## config.mk

```make
export PLATFORM = sky130hd
export DESIGN_NAME = pl_muldiv
export DESIGN_NICKNAME = d
export VERILOG_FILES = /design/src/rtl/pl_muldiv.sv
export SDC_FILE = /design/constraint.sdc
export NUM_CORES = 1
export LEC_CHECK = 0
export CAP_MARGIN = 25
export CORE_MARGIN = 2
export CORE_UTILIZATION = 33
export DETAILED_ROUTE_END_ITERATION = 8
export PLACE_DENSITY = 0.46
export SYNTH_ARGS = -nofsm -noshare
export SYNTH_HDL_FRONTEND = slang
export SYNTH_SLANG_ARGS = --single-unit
export TNS_END_PERCENT = 30
```

## constraint.sdc

```tcl
create_clock -name clk -period 13.72 [get_ports clk]
set_clock_uncertainty 0.1 [all_clocks]
set_input_delay 2.744 -clock clk [delete_from_list [all_inputs] [get_ports clk]]
set_output_delay 2.744 -clock clk [all_outputs]
set_load 0.005 [all_outputs]
```

## src/rtl/pl_muldiv.sv

```systemverilog
// Iterative RV32M multiply/divide unit for the EXE stage.
// Shift-add multiply and restoring divide, one bit per cycle, with pipeline stall.
module pl_muldiv #(
    parameter int XLEN = 32
) (
    input  logic            clk,
    input  logic            clrn,
    input  logic            start,
    input  logic [2:0]      op,
    input  logic [XLEN-1:0] a,
    input  logic [XLEN-1:0] b,
    input  logic            cancel,
    output logic            busy,
    output logic            ready,
    output logic            stall,
    output logic [XLEN-1:0] result
);
    localparam int CW = $clog2(XLEN);

    typedef enum logic [1:0] {IDLE, CALC, DONE} state_e;

    state_e              state_q, state_d;
    logic [CW-1:0]       cnt_q, cnt_d;
    logic [2:0]          op_q, op_d;
    logic                neg_q, neg_d;
    logic [XLEN-1:0]     opb_q, opb_d;
    logic [2*XLEN-1:0]   p_q, p_d;
    logic [XLEN-1:0]     result_q, result_d;

    logic                a_sgn, b_sgn, sa, sb, neg_in;
    logic [XLEN-1:0]     mag_a, mag_b;
    logic                div0, ovf, special;
    logic [XLEN-1:0]     spec_res;

    logic [XLEN:0]       sum;
    logic [XLEN:0]       t;
    logic                ge;
    logic [XLEN-1:0]     rsub;
    logic [2*XLEN-1:0]   mul_nxt, div_nxt, step;
    logic [2*XLEN-1:0]   prod_s;
    logic [XLEN-1:0]     mul_res, dval, div_res, final_res;

    // operand decode at issue time
    always_comb begin
        a_sgn  = op[2] ? ~op[0] : (op[1:0] != 2'b11);
        b_sgn  = op[2] ? ~op[0] : ~op[1];
        sa     = a_sgn & a[XLEN-1];
        sb     = b_sgn & b[XLEN-1];
        mag_a  = sa ? -a : a;
        mag_b  = sb ? -b : b;
        neg_in = (op[2] & op[1]) ? sa : (sa ^ sb);
        div0   = op[2] & (b == '0);
        ovf    = op[2] & ~op[0] & (a == {1'b1, {(XLEN-1){1'b0}}})
                 & (b == '1);
        special = div0 | ovf;
        if (div0) begin
            spec_res = op[1] ? a : '1;
        end else begin
            spec_res = op[1] ? '0 : a;
        end
    end

    // one iteration: p holds {acc/remainder, multiplier/quotient}
    always_comb begin
        sum     = {1'b0, p_q[2*XLEN-1:XLEN]}
                  + (p_q[0] ? {1'b0, opb_q} : '0);
        mul_nxt = {sum, p_q[XLEN-1:1]};
        t       = {p_q[2*XLEN-1:XLEN], p_q[XLEN-1]};
        ge      = t >= {1'b0, opb_q};
        rsub    = t[XLEN-1:0] - opb_q;
        div_nxt = ge ? {rsub, p_q[XLEN-2:0], 1'b1}
                     : {t[XLEN-1:0], p_q[XLEN-2:0], 1'b0};
        step    = op_q[2] ? div_nxt : mul_nxt;
        prod_s  = neg_q ? -step : step;
        mul_res = (op_q[1:0] == 2'b00) ? prod_s[XLEN-1:0]
                                       : prod_s[2*XLEN-1:XLEN];
        dval    = op_q[1] ? step[2*XLEN-1:XLEN] : step[XLEN-1:0];
        div_res = neg_q ? -dval : dval;
        final_res = op_q[2] ? div_res : mul_res;
    end

    always_comb begin
        state_d  = state_q;
        cnt_d    = cnt_q;
        op_d     = op_q;
        neg_d    = neg_q;
        opb_d    = opb_q;
        p_d      = p_q;
        result_d = result_q;
        unique case (state_q)
            IDLE: begin
                if (start && !cancel) begin
                    op_d  = op;
                    neg_d = neg_in;
                    opb_d = mag_b;
                    p_d   = {{XLEN{1'b0}}, mag_a};
                    cnt_d = CW'(XLEN-1);
                    if (special) begin
                        result_d = spec_res;
                        state_d  = DONE;
                    end else begin
                        state_d  = CALC;
                    end
                end
            end
            CALC: begin
                if (cancel) begin
                    state_d = IDLE;
                end else begin
                    p_d = step;
                    if (cnt_q == '0) begin
                        result_d = final_res;
                        state_d  = DONE;
                    end else begin
                        cnt_d = cnt_q - 1'b1;
                    end
                end
            end
            DONE: state_d = IDLE;
            default: state_d = IDLE;
        endcase
    end

    always_ff @(posedge clk or negedge clrn) begin
        if (!clrn) begin
            state_q  <= IDLE;
            cnt_q    <= '0;
            op_q     <= '0;
            neg_q    <= 1'b0;
            opb_q    <= '0;
            p_q      <= '0;
            result_q <= '0;
        end else begin
            state_q  <= state_d;
            cnt_q    <= cnt_d;
            op_q     <= op_d;
            neg_q    <= neg_d;
            opb_q    <= opb_d;
            p_q      <= p_d;
            result_q <= result_d;
        end
    end

    assign busy   = (state_q == CALC);
    assign ready  = (state_q == DONE);
    assign stall  = ((state_q == IDLE) & start & ~cancel) | busy;
    assign result = result_q;

endmodule

```

==> impl_metrics.toml <==
[outcome]
status = "complete, no violations"

[die]
initial_core_util = 0.334
dieArea_mm2 = 0.0537
core-area_mm2 = 0.0513
die_h_um = 232
num_io_pins = 106
die_w_um = 232
rows = 83

[cells_and_area]
fin_area_mm2 = 0.0192
area_delta_synth_final_pct = 12.3
num-nets-final = 2508
post_route_cells_drive_above_1_share = 0.0711
final_util = 0.375

[synthesis]
syn_area_per_cell_um2 = 7.25
synth_nets = 2505
synthDominantCellAreaShare = 0.203
ys_ff_latch = 139
ys_warn_count = 0
syn_area_mm2 = 0.0171
seq_area_frac_synth = 0.203
synth_edf_count = 0
ys.flop_type = "dfrtp_1"
synth_area_leaders = "dfrtp_1 20%, o21ai_0 6.1%, nand2_1 6.0%"
synthAdderAreaFrac = 0.0548
synth_cell_type_count = 116
synth_xor_area_frac = 0.0731
netlist_instances = 2361
synthMuxAreaShare = 0.0364
synth-async-reset-ratio = 1.00
synth_top_family_by_area = "compound AO/OA/AOI/OAI gates"
yosysTopAreaCell = "dfrtp_1"
synth_compound_area_frac = 0.326
yosys.area_share.simple = 0.250

[setup_path]
critPathMaxFanout = 59
crit_start = "b[12]"
rr_worst_depth = 22
cp-start-kind = "input port"
worstPathArrival_ns = 8.26
r2r-end = "result[28]"
end_kind = "register"
path_class = "in -> reg"
crit_path_end = "result[30]"
reg2reg_slack_ns = 7.00
rr_startpoint = "p_q[42]"
crit_required_ns = 14.01

[min_path]
worstHoldPathCells = 2
hp-start = "opb_q[13]"
hp-class = "reg -> reg"

[sta]
hold_viol = 0
worst_pin_slew_ns = 1.11
finalCritPeriodShare = 0.581
final.setup.tns_ns = 0
slew_viol_final = 0
slew_headroom = 0.259
hold_slack_ns = 0.381
rsz0062_at_grt = "no"
period_needed_ns = 7.98
fmax_mhz = 125
final-setup-viol-count = 0

[drt]
vias = 19200
antenna_left = 0
drt_iter0_drc = 2142
first_pass_iters = 8
routed_via_density = 6.26
finalWirelength_um = 81100
drc_errors = 0
wl_per_cell_um = 26.5

[cts]
clock_latency_ns = 0.51
root_buffer = "clkbuf_16"
ctsHoldBuffers = 0
post_cts_resized = 0
clk_pin_slew_worst_paths_ns = 0.07
htree_num_levels = 4
cts_buffers = 17
cts_sinks = 139
cts_tree = "done"
clockBufferDepth = 2
post_cts_buffers = 0

[global_route]
grt_pass1_wl_um = 121000
grt_overflow = 0
grt_pass1_vias = 17700
antenna_found_initial = 2
grt_usage = 0.301
grt_start_max_net_pins = 87

[power_and_ir_drop]
p_leak_nw = 7.55
ir_drop_mv = 0.0645
cellPowerDensity_mw_per_mm2 = 140

[placed_design]
postPlaceCellArea_mm2 = 0.0187
port_buffers = 105
hpwl_um = 62800
gp_congestion = 0.961

[flow_run]
cap_violations = 0
## critical path: stages
cell and delay, ns:
clkdlybuf4s50_1 0.51, nor3_1 0.29, nand2b_1 0.15, or3_1 0.37
or3_1 0.38, nor4_1 0.54, nand4_1 0.62, o31a_1 0.32
a211o_2 0.35, buf_4 0.31, inv_1 0.57, nand2_1 0.41
nor2_1 0.38, a41o_1 0.23, a21oi_1 0.04
## stage by stage
| step | total power, mW | cells | worst slack (ns) |
|---|---|---|---|
| CTS | 2.67 | 3057 | 5.84 |
| floorplan | 1.59 | 2361 | 7.41 |
| finish | 2.69 | 3058 | 5.74 |
| global route | 2.84 | 3057 | 5.56 |
| detailed placement | 2.17 | 3025 | 5.33 |
| global placement | 2.16 | 3024 | 5.35 |
## layout make-up
| type | count | area [µm²] |
|---|---|---|
| inverter | 81 | 304 |
| fill | 5508 | 32100 |
| clock buffer | 17 | 425 |
| sequential | 139 | 3480 |
| timing repair buffer | 137 | 1310 |
| multi-input combinational | 1988 | 12700 |
| clock inverter | 15 | 149 |
| tap | 680 | 851 |
| antenna | 1 | 2.50 |
## synthesized netlist by cell type, drive strengths merged (47+ instances only)
| library cell | n |
|---|---|
| dfrtp | 139 |
| buf | 47 |
| clkbuf | 106 |
| nor2 | 230 |
| ha | 71 |
| xor2 | 52 |
| nand2 | 276 |
| nor3 | 83 |
| xnor2 | 91 |
| o21ai | 220 |
| a21oi | 204 |
| nand3 | 57 |
| inv | 80 |
## sequential cells by signal, summed over array words and instances, names as in the netlist
register and count:
cnt_q 5, neg_q 1, op_q 3, opb_q 32
p_q 64, result 32, state_q 2
## routing by layer
layer	wire length [µm]	GRT usage	part of all wire	up-vias
met2	35900	0.462	0.44	797
met5	13	0	0.00016	-
met3	5430	0.0414	0.067	108
met1	37600	0.433	0.46	9450
li1	-	-	-	8794
met4	2150	0.0960	0.027	2
## power breakdown
group          internal [mW]  switching, mW
combinational          0.556           1.03
clock                  0.266          0.224
sequential             0.490          0.117
total                   1.31           1.38
## placed cells by master, fill, tap and decap left out, types with 32 or more instances in the layout
cell type        netlist  routed
a31oi_1               38      38
inv_1                 77      77
nor2_1               228     225
mux2i_1               32      32
nor4_1                34      34
nand2_1              274     274
a211oi_1              34      34
nand3_1               56      56
o21ai_0              210     210
o211ai_1              38      38
ha_1                  71      71
nor3_1                80      80
clkdlybuf4s50_1        0     104
o31ai_1               41      41
dfrtp_1              139     136
a21o_1                36      36
xnor2_1               91      91
a21oi_1              202     202
xor2_1                52      52
## worst min-delay path by stage
stage                      endpoint  slack (ns)
after global placement    result[2]        0.36
after floorplan           opb_q[10]        0.35
after detailed placement  result[0]        0.37
final                     opb_q[13]        0.38
after CTS                 result[0]        0.38
after global routing      opb_q[10]        0.41
## cell families (layout without fill, tap and decap cells)
| group | count (synthesis) | in the layout |
|---|---|---|
| flops | 139 | 139 |
| other cells | 0 | 1 |
| fa+ha+maj | 74 | 74 |
| mux | 58 | 58 |
| buf+inv | 234 | 250 |
| simple gates | 881 | 881 |
| xor+xnor | 143 | 143 |
| compound gates | 832 | 832 |
No activity file was read; power rests on OpenSTA's default activity.
